File: src/rtl/pe_driver_if.sv
// Host/PE-facing signal bundle of the PE driver. The slave modport is the driver;
// the master modport is the host/PE side that feeds it.
interface pe_driver_if #(
    parameter int DATA_WIDTH = 16,
    parameter int INST_WIDTH = 32
);
    logic                      cfg_inst_v;
    logic [INST_WIDTH-1:0]     cfg_inst;
    logic                      cfg_data_v;
    logic [2*DATA_WIDTH-1:0]   cfg_data;
    logic                      start;
    logic                      busy;
    logic                      done;
    logic                      err;
    logic                      inst_in_v;
    logic [INST_WIDTH-1:0]     inst_in;
    logic                      din_pe_v;
    logic [2*DATA_WIDTH-1:0]   din_pe;
    logic                      alpha_v;
    logic                      dout_pe_v;
    logic [2*DATA_WIDTH-1:0]   dout_pe;
    logic                      result_v;
    logic [2*DATA_WIDTH-1:0]   result;

    modport master (
        output cfg_inst_v, cfg_inst, cfg_data_v, cfg_data, start, dout_pe_v, dout_pe,
        input  busy, done, err, inst_in_v, inst_in, din_pe_v, din_pe, alpha_v,
               result_v, result
    );

    modport slave (
        input  cfg_inst_v, cfg_inst, cfg_data_v, cfg_data, start, dout_pe_v, dout_pe,
        output busy, done, err, inst_in_v, inst_in, din_pe_v, din_pe, alpha_v,
               result_v, result
    );
endinterface

File: src/rtl/pe_driver.sv
// Host-side sequencer for one PE: buffers a program and operands, streams them into
// the PE, times the iterations, flags the last one and captures the first result word.
module pe_driver #(
    parameter int DATA_WIDTH  = 16,
    parameter int INST_WIDTH  = 32,
    parameter int INST_NUM    = 16,
    parameter int DATA_NUM    = 16,
    parameter int ITER_CYCLES = 32,
    parameter int ITER_NUM    = 4,
    parameter int TIMEOUT     = 64
) (
    input  logic       clk,
    input  logic       rst,
    pe_driver_if.slave bus
);
    localparam int WW          = 2 * DATA_WIDTH;
    localparam int IA_W        = (INST_NUM > 1) ? $clog2(INST_NUM) : 1;
    localparam int DA_W        = (DATA_NUM > 1) ? $clog2(DATA_NUM) : 1;
    localparam int IC_W        = $clog2(INST_NUM + 1);
    localparam int DC_W        = $clog2(DATA_NUM + 1);
    localparam int RUN_CYCLES  = ITER_NUM * ITER_CYCLES;
    localparam int ALPHA_START = (ITER_NUM - 1) * ITER_CYCLES;
    localparam int RC_W        = (RUN_CYCLES > 1) ? $clog2(RUN_CYCLES) : 1;
    localparam int TC_W        = $clog2(TIMEOUT + 1);

    localparam logic [IC_W-1:0] INST_FULL = IC_W'(INST_NUM);
    localparam logic [DC_W-1:0] DATA_FULL = DC_W'(DATA_NUM);
    localparam logic [IA_W-1:0] IA_LAST   = IA_W'(INST_NUM - 1);
    localparam logic [DA_W-1:0] DA_LAST   = DA_W'(DATA_NUM - 1);
    localparam logic [RC_W-1:0] RC_LAST   = RC_W'(RUN_CYCLES - 1);
    localparam logic [RC_W-1:0] RC_ALPHA  = RC_W'(ALPHA_START);
    localparam logic [TC_W-1:0] TC_LAST   = TC_W'(TIMEOUT - 1);

    typedef enum logic [2:0] {IDLE, SEND_INST, SEND_DATA, RUN, WAIT_RES} state_t;

    state_t                state_reg;
    logic [INST_WIDTH-1:0] inst_mem [INST_NUM];
    logic [WW-1:0]         data_mem [DATA_NUM];
    logic [IC_W-1:0]       inst_cnt_reg;
    logic [DC_W-1:0]       data_cnt_reg;
    logic [IA_W-1:0]       inst_rd_reg;
    logic [DA_W-1:0]       data_rd_reg;
    logic [RC_W-1:0]       run_cnt_reg;
    logic [TC_W-1:0]       wait_cnt_reg;
    logic                  armed_reg;
    logic                  captured_reg;

    logic                  busy_reg;
    logic                  done_reg;
    logic                  err_reg;
    logic                  inst_in_v_reg;
    logic [INST_WIDTH-1:0] inst_in_reg;
    logic                  din_pe_v_reg;
    logic [WW-1:0]         din_pe_reg;
    logic                  alpha_v_reg;
    logic                  result_v_reg;
    logic [WW-1:0]         result_reg;

    logic bufs_full, start_ok, start_bad;
    logic inst_we, data_we, inst_drop, data_drop;
    logic inst_issue, data_issue, capture;
    logic wait_finish, wait_expire;

    // busy_reg is low only in IDLE outside the done cycle, so it gates both the
    // start decision and the config writes.
    always_comb begin
        bufs_full   = (inst_cnt_reg == INST_FULL) && (data_cnt_reg == DATA_FULL);
        start_ok    = bus.start && !busy_reg && bufs_full;
        start_bad   = bus.start && !busy_reg && !bufs_full;
        inst_we     = bus.cfg_inst_v && !busy_reg && !start_ok && (inst_cnt_reg != INST_FULL);
        data_we     = bus.cfg_data_v && !busy_reg && !start_ok && (data_cnt_reg != DATA_FULL);
        inst_drop   = bus.cfg_inst_v && !inst_we;
        data_drop   = bus.cfg_data_v && !data_we;
        inst_issue  = start_ok || (state_reg == SEND_INST);
        data_issue  = (state_reg == SEND_DATA);
        capture     = armed_reg && bus.dout_pe_v;
        wait_finish = (state_reg == WAIT_RES) && captured_reg && (wait_cnt_reg != '0);
        wait_expire = (state_reg == WAIT_RES) && !captured_reg && !capture &&
                      (wait_cnt_reg == TC_LAST);
    end

    always_ff @(posedge clk) begin
        if (inst_we) inst_mem[inst_cnt_reg[IA_W-1:0]] <= bus.cfg_inst;
        if (data_we) data_mem[data_cnt_reg[DA_W-1:0]] <= bus.cfg_data;
    end

    always_ff @(posedge clk or posedge rst) begin
        if (rst) begin
            state_reg     <= IDLE;
            inst_cnt_reg  <= '0;
            data_cnt_reg  <= '0;
            inst_rd_reg   <= '0;
            data_rd_reg   <= '0;
            run_cnt_reg   <= '0;
            wait_cnt_reg  <= '0;
            armed_reg     <= 1'b0;
            captured_reg  <= 1'b0;
            busy_reg      <= 1'b0;
            done_reg      <= 1'b0;
            err_reg       <= 1'b0;
            inst_in_v_reg <= 1'b0;
            inst_in_reg   <= '0;
            din_pe_v_reg  <= 1'b0;
            din_pe_reg    <= '0;
            alpha_v_reg   <= 1'b0;
            result_v_reg  <= 1'b0;
            result_reg    <= '0;
        end else begin
            done_reg     <= 1'b0;
            result_v_reg <= 1'b0;
            err_reg      <= inst_drop | data_drop | start_bad;
            if (inst_we) inst_cnt_reg <= inst_cnt_reg + IC_W'(1);
            if (data_we) data_cnt_reg <= data_cnt_reg + DC_W'(1);

            if (capture) begin
                result_reg   <= bus.dout_pe;
                result_v_reg <= 1'b1;
                armed_reg    <= 1'b0;
                captured_reg <= 1'b1;
            end

            // Read address runs one entry ahead; the RAM output register is the port.
            if (inst_issue) begin
                inst_in_v_reg <= 1'b1;
                inst_in_reg   <= inst_mem[inst_rd_reg];
                if (inst_rd_reg == IA_LAST) begin
                    inst_rd_reg <= '0;
                    state_reg   <= SEND_DATA;
                end else begin
                    inst_rd_reg <= inst_rd_reg + IA_W'(1);
                    state_reg   <= SEND_INST;
                end
            end else begin
                inst_in_v_reg <= 1'b0;
                inst_in_reg   <= '0;
            end

            if (data_issue) begin
                din_pe_v_reg <= 1'b1;
                din_pe_reg   <= data_mem[data_rd_reg];
                if (data_rd_reg == DA_LAST) begin
                    data_rd_reg <= '0;
                    run_cnt_reg <= '0;
                    state_reg   <= RUN;
                end else begin
                    data_rd_reg <= data_rd_reg + DA_W'(1);
                end
            end else begin
                din_pe_v_reg <= 1'b0;
                din_pe_reg   <= '0;
            end

            case (state_reg)
                IDLE: busy_reg <= start_ok;
                RUN: begin
                    busy_reg    <= 1'b1;
                    alpha_v_reg <= (run_cnt_reg >= RC_ALPHA);
                    if (run_cnt_reg == RC_ALPHA) armed_reg <= 1'b1;
                    if (run_cnt_reg == RC_LAST) begin
                        wait_cnt_reg <= '0;
                        state_reg    <= WAIT_RES;
                    end else begin
                        run_cnt_reg <= run_cnt_reg + RC_W'(1);
                    end
                end
                WAIT_RES: begin
                    busy_reg    <= 1'b1;
                    alpha_v_reg <= 1'b0;
                    if (wait_finish || wait_expire) begin
                        done_reg     <= 1'b1;
                        state_reg    <= IDLE;
                        armed_reg    <= 1'b0;
                        captured_reg <= 1'b0;
                        inst_cnt_reg <= '0;
                        data_cnt_reg <= '0;
                        if (wait_expire) err_reg <= 1'b1;
                    end else begin
                        wait_cnt_reg <= wait_cnt_reg + TC_W'(1);
                    end
                end
                default: busy_reg <= 1'b1;
            endcase
        end
    end

    assign bus.busy      = busy_reg;
    assign bus.done      = done_reg;
    assign bus.err       = err_reg;
    assign bus.inst_in_v = inst_in_v_reg;
    assign bus.inst_in   = inst_in_reg;
    assign bus.din_pe_v  = din_pe_v_reg;
    assign bus.din_pe    = din_pe_reg;
    assign bus.alpha_v   = alpha_v_reg;
    assign bus.result_v  = result_v_reg;
    assign bus.result    = result_reg;
endmodule

File: src/flat_wrapper.sv
// flat-port wrapper written by rule: the top's interface ports become plain ports
module pe_driver_flat 
#(
    parameter int DATA_WIDTH  = 16,
    parameter int INST_WIDTH  = 32,
    parameter int INST_NUM    = 16,
    parameter int DATA_NUM    = 16,
    parameter int ITER_CYCLES = 32,
    parameter int ITER_NUM    = 4,
    parameter int TIMEOUT     = 64
)
  (clk, rst, bus_cfg_inst_v, bus_cfg_inst, bus_cfg_data_v, bus_cfg_data, bus_start, bus_dout_pe_v, bus_dout_pe, bus_busy, bus_done, bus_err, bus_inst_in_v, bus_inst_in, bus_din_pe_v, bus_din_pe, bus_alpha_v, bus_result_v, bus_result);
  pe_driver_if #(.DATA_WIDTH(DATA_WIDTH), .INST_WIDTH(INST_WIDTH)) bus_i ();
  input  logic clk;
  input  logic rst;
  input wire logic [$bits(bus_i.cfg_inst_v)-1:0] bus_cfg_inst_v;
  input wire logic [$bits(bus_i.cfg_inst)-1:0] bus_cfg_inst;
  input wire logic [$bits(bus_i.cfg_data_v)-1:0] bus_cfg_data_v;
  input wire logic [$bits(bus_i.cfg_data)-1:0] bus_cfg_data;
  input wire logic [$bits(bus_i.start)-1:0] bus_start;
  input wire logic [$bits(bus_i.dout_pe_v)-1:0] bus_dout_pe_v;
  input wire logic [$bits(bus_i.dout_pe)-1:0] bus_dout_pe;
  output wire logic [$bits(bus_i.busy)-1:0] bus_busy;
  output wire logic [$bits(bus_i.done)-1:0] bus_done;
  output wire logic [$bits(bus_i.err)-1:0] bus_err;
  output wire logic [$bits(bus_i.inst_in_v)-1:0] bus_inst_in_v;
  output wire logic [$bits(bus_i.inst_in)-1:0] bus_inst_in;
  output wire logic [$bits(bus_i.din_pe_v)-1:0] bus_din_pe_v;
  output wire logic [$bits(bus_i.din_pe)-1:0] bus_din_pe;
  output wire logic [$bits(bus_i.alpha_v)-1:0] bus_alpha_v;
  output wire logic [$bits(bus_i.result_v)-1:0] bus_result_v;
  output wire logic [$bits(bus_i.result)-1:0] bus_result;
  assign bus_i.cfg_inst_v = bus_cfg_inst_v;
  assign bus_i.cfg_inst = bus_cfg_inst;
  assign bus_i.cfg_data_v = bus_cfg_data_v;
  assign bus_i.cfg_data = bus_cfg_data;
  assign bus_i.start = bus_start;
  assign bus_i.dout_pe_v = bus_dout_pe_v;
  assign bus_i.dout_pe = bus_dout_pe;
  assign bus_busy = bus_i.busy;
  assign bus_done = bus_i.done;
  assign bus_err = bus_i.err;
  assign bus_inst_in_v = bus_i.inst_in_v;
  assign bus_inst_in = bus_i.inst_in;
  assign bus_din_pe_v = bus_i.din_pe_v;
  assign bus_din_pe = bus_i.din_pe;
  assign bus_alpha_v = bus_i.alpha_v;
  assign bus_result_v = bus_i.result_v;
  assign bus_result = bus_i.result;
  pe_driver #(.DATA_WIDTH(DATA_WIDTH), .INST_WIDTH(INST_WIDTH), .INST_NUM(INST_NUM), .DATA_NUM(DATA_NUM), .ITER_CYCLES(ITER_CYCLES), .ITER_NUM(ITER_NUM), .TIMEOUT(TIMEOUT)) u_core (.clk(clk), .rst(rst), .bus(bus_i));
endmodule
File: config.mk
export PLATFORM = sky130hd
export DESIGN_NAME = pe_driver_flat
export DESIGN_NICKNAME = d
export VERILOG_FILES = /design/src/rtl/pe_driver_if.sv /design/src/rtl/pe_driver.sv /design/src/flat_wrapper.sv
export SDC_FILE = /design/constraint.sdc
export NUM_CORES = 1
export LEC_CHECK = 0
export CAP_MARGIN = 20
export CORE_MARGIN = 3
export CORE_UTILIZATION = 35
export DETAILED_ROUTE_END_ITERATION = 6
export GPL_TIMING_DRIVEN = 0
export PLACE_DENSITY = 0.52
export SLEW_MARGIN = 20
export SYNTH_ARGS = -nofsm -noshare
export SYNTH_HDL_FRONTEND = slang
export SYNTH_SLANG_ARGS = --single-unit
File: constraint.sdc
create_clock -name clk -period 6.4 [get_ports clk]
set_input_delay 1.28 -clock clk [delete_from_list [all_inputs] [get_ports clk]]
set_output_delay 1.28 -clock clk [all_outputs]
set_load 0.02 [all_outputs]
==> flow_metrics.env <==
export IMPL_skew_ns=0.04145
export IMPL_synth_xor_xnor_area_share=0.002795
export IMPL_yosysUniqueCellTypes=63
export IMPL_ctsHtreeMaxLevel=3
export IMPL_timing_worst_setup_path_type="in2reg"
export IMPL_power_density_nw_per_um2=350.6
export IMPL_layout_nets=2547
export IMPL_dpl_hpwl_um=71700
export IMPL_dieArea_um2=129600
export IMPL_pwr_share_seq=0.490
export IMPL_synth_top_family_by_area="multiplexers"
export IMPL_fill_cells=10640
export IMPL_synth_edff_count=1024
export IMPL_netlist_top_cells_area="edfxtp_1, mux4_2, dfrtp_1"
export IMPL_max_cap_violations=0
export IMPL_cp_required_ns=6.80
export IMPL_syn_avg_cell_area_um2=21.74
export IMPL_synth_mux_area_fraction=0.1505
export IMPL_power_frac_clock=0.374
export IMPL_gp_congestion=0.7391
export IMPL_dp_cells=3945
export IMPL_clock_path_buffers=3
export IMPL_relSlewSlack=0.2783
export IMPL_ys_seq_area_frac=0.7807
export IMPL_finalHoldViolations=0
export IMPL_yosysTopAreaCell="edfxtp_1"
export IMPL_hold_class="reg2reg"
export IMPL_ant_nets=0
export IMPL_grt_setup_unrepaired="no"
export IMPL_cpPeakStageDelay_ns=0.53
export IMPL_regArea_um2=34250
export IMPL_finalCritPeriodShare=0.5282
export IMPL_path_delay_family="simple AND/OR/NAND/NOR gates"
export IMPL_fmax_mhz=295.8
export IMPL_dp_slack_ns=2.341
export IMPL_stdcell_count=4176
export IMPL_layout_setup_ws_ns=3.019
export IMPL_cpMostUsedCell="buf_6"
export IMPL_synth_fa_ha_area_frac=0.003992
export IMPL_layout_drive_gt1_share=0.2539
export IMPL_row_count=129
export IMPL_synth_top_area_frac=0.7008
export IMPL_syn_to_final_growth_pct=22.26
export IMPL_outcome="completed"
export IMPL_ir_worst_vdd_mv=0.2137
export IMPL_netlist_area_um2=43880
export IMPL_vias=21630
export IMPL_wire_per_inst_um=26.08
export IMPL_cp_end_kind="flop"
export IMPL_first_pass_iters=5
export IMPL_worst_pin_slew_ns=1.083
export IMPL_cts_root_buf="clkbuf_16"
export IMPL_p_sw_frac=0.2444
export IMPL_synth_simple_area_share=0.02127
export IMPL_path_max_fanout=7
export IMPL_routed_via_density=5.178
export IMPL_drt_iter0_markers=1866
export IMPL_async_flop_share=0.1203
export IMPL_place_area_um2=49600
export IMPL_ys_flop_type="edfxtp_1"
export IMPL_synth_fp_nets=2134
export IMPL_grt_pass1_wl_um=158900
export IMPL_cts_clk_slew_worst_paths_ns=0.06
export IMPL_start_util=0.3535
export IMPL_post_cts_setup_buffer_count=0
export IMPL_gr_total_overflow=0
export IMPL_cellLeakagePower_nw=17.23
export IMPL_combPwrFrac=0.135
export IMPL_grt_max_degree=87
export IMPL_dieHeight_um=360.1
export IMPL_cts_buffers_inserted=121
export IMPL_arrival_ns=3.78
export IMPL_worstSetupStartpointType="input pin"
export IMPL_ys_warn_count=0
export IMPL_clock_sinks=1164
export IMPL_syn_inst=2018
export IMPL_cts_resized=0
export IMPL_multi_input_comb_area_um2=9294
export IMPL_die_w_um=360.1
export IMPL_cp_slowest_cell="nor3_2"
export IMPL_ys_ff_latch=1164
export IMPL_setup_viol=0
export IMPL_holdBufCountCts=0
export IMPL_r2r_slack_ns=3.09
export IMPL_cts_tree="yes"
export IMPL_drcViolationCount=0
export IMPL_portBuffers=204
export IMPL_wl_um=108900
export IMPL_setup_tns_ns=0
export IMPL_io_pins=205
export IMPL_critPathBufInv=4
export IMPL_synth_compound_area_share=0.02826
export IMPL_core_area_um2=124100
export IMPL_first_global_vias=23010
export IMPL_grt_usage=0.1678
export IMPL_final_max_slew_viol_count=0
export IMPL_internal_power_mw=14.21
export IMPL_power_mw=18.81
export IMPL_antenna_found_initial=12
export IMPL_power_switching_mw=4.597
export IMPL_clk_insertion_delay_late_ns=0.72
export IMPL_period_minus_slack_ns=3.381
export IMPL_crit_chain="clkdlybuf4s50_1 > nor3b_4 > nand2_1 > nor3_2 > buf_6 > buf_6 > buf_4"
export IMPL_final_area_um2=53650
## worst paths after layout
check                                               to  depth (start not counted)                   start
worst max-delay path            u_core.inst_mem[0][20]                          7          bus_cfg_inst_v
worst min-delay path             u_core.bus.result[30]                          1   u_core.bus.result[30]
worst max register to register  u_core.inst_mem[0][20]                          9  u_core.inst_cnt_reg[0]
worst min register to register   u_core.bus.result[30]                          1   u_core.bus.result[30]
max in group asynchronous        u_core.bus.din_pe[20]                          3                     rst
min in group asynchronous        u_core.bus.result[12]                          2                     rst
## through the flow
stage            util  hold slack [ns]
4_1_cts        0.4321           0.5075
3_5_place_dp   0.3996           0.4951
2_1_floorplan       -           0.4907
6_report       0.4322           0.5041
5_1_grt        0.4321           0.5156
3_3_place_gp   0.3865           0.4890
## placed cells by master (no fill, tap or decap), drive strengths merged, types with 12 or more instances in the layout
cell | Yosys | layout
ha | 14 | 14
mux2 | 33 | 33
buf | 56 | 142
mux4 | 246 | 246
nand4 | 17 | 17
o22ai | 23 | 23
mux2i | 69 | 69
dfrtp | 140 | 140
nor2 | 51 | 51
clkdlybuf4s50 | 0 | 204
clkbuf | 51 | 220
clkinv | 0 | 39
edfxtp | 1024 | 1024
inv | 17 | 22
bufinv | 0 | 12
a22oi | 64 | 64
a21oi | 41 | 41
nand2 | 56 | 56
## cells by family (layout without fill, tap and decap cells)
kind of cell / Yosys count / after routing
multiplexers: 348 / 348
AO/OA/AOI/OAI: 178 / 178
buffers and inverters: 124 / 642
XOR/XNOR: 14 / 14
AND/OR/NAND/NOR: 176 / 176
other: 0 / 3
flip-flops: 1164 / 1164
adder cells (fa/ha/maj): 14 / 14
## synthesized netlist by cell type, drive strengths merged (14+ instances only)
cell    count
a21oi      41
a22oi      64
buf        56
clkbuf     51
dfrtp     140
edfxtp   1024
ha         14
inv        17
mux2       33
mux2i      69
mux4      246
nand2      56
nand4      17
nor2       51
o22ai      23
## area by class of cell
type,count,share of cell area
Antenna cell,3,0.0001399
Clock buffer,169,0.06241
Timing Repair Buffer,290,0.06426
Inverter,17,0.001329
Sequential cell,1164,0.6385
Buffer,107,0.009073
Clock inverter,59,0.01285
Tap cell,1637,0.03818
Multi-Input combinational cell,730,0.1732
## per-layer routing
metal / wire length [µm] / global-route usage / up-vias
met5: 75 / 0 / -
met2: 52840 / 0.2730 / 686
met4: 1736 / 0.04012 / 10
li1: - / - / 9223
met1: 47260 / 0.2327 / 11570
met3: 7006 / 0.03434 / 134
## power groups by stage
stage | combinational (mW) | sequential (mW) | clock, mW
after floorplan | 1.21 | 9.46 | 0
after global placement | 2.19 | 9.43 | 0
after detailed placement | 2.58 | 9.38 | 0
after CTS | 2.59 | 9.23 | 7.23
after global routing | 2.72 | 9.28 | 7.55
final | 2.54 | 9.22 | 7.04
(Power assumes the default switching activity.)
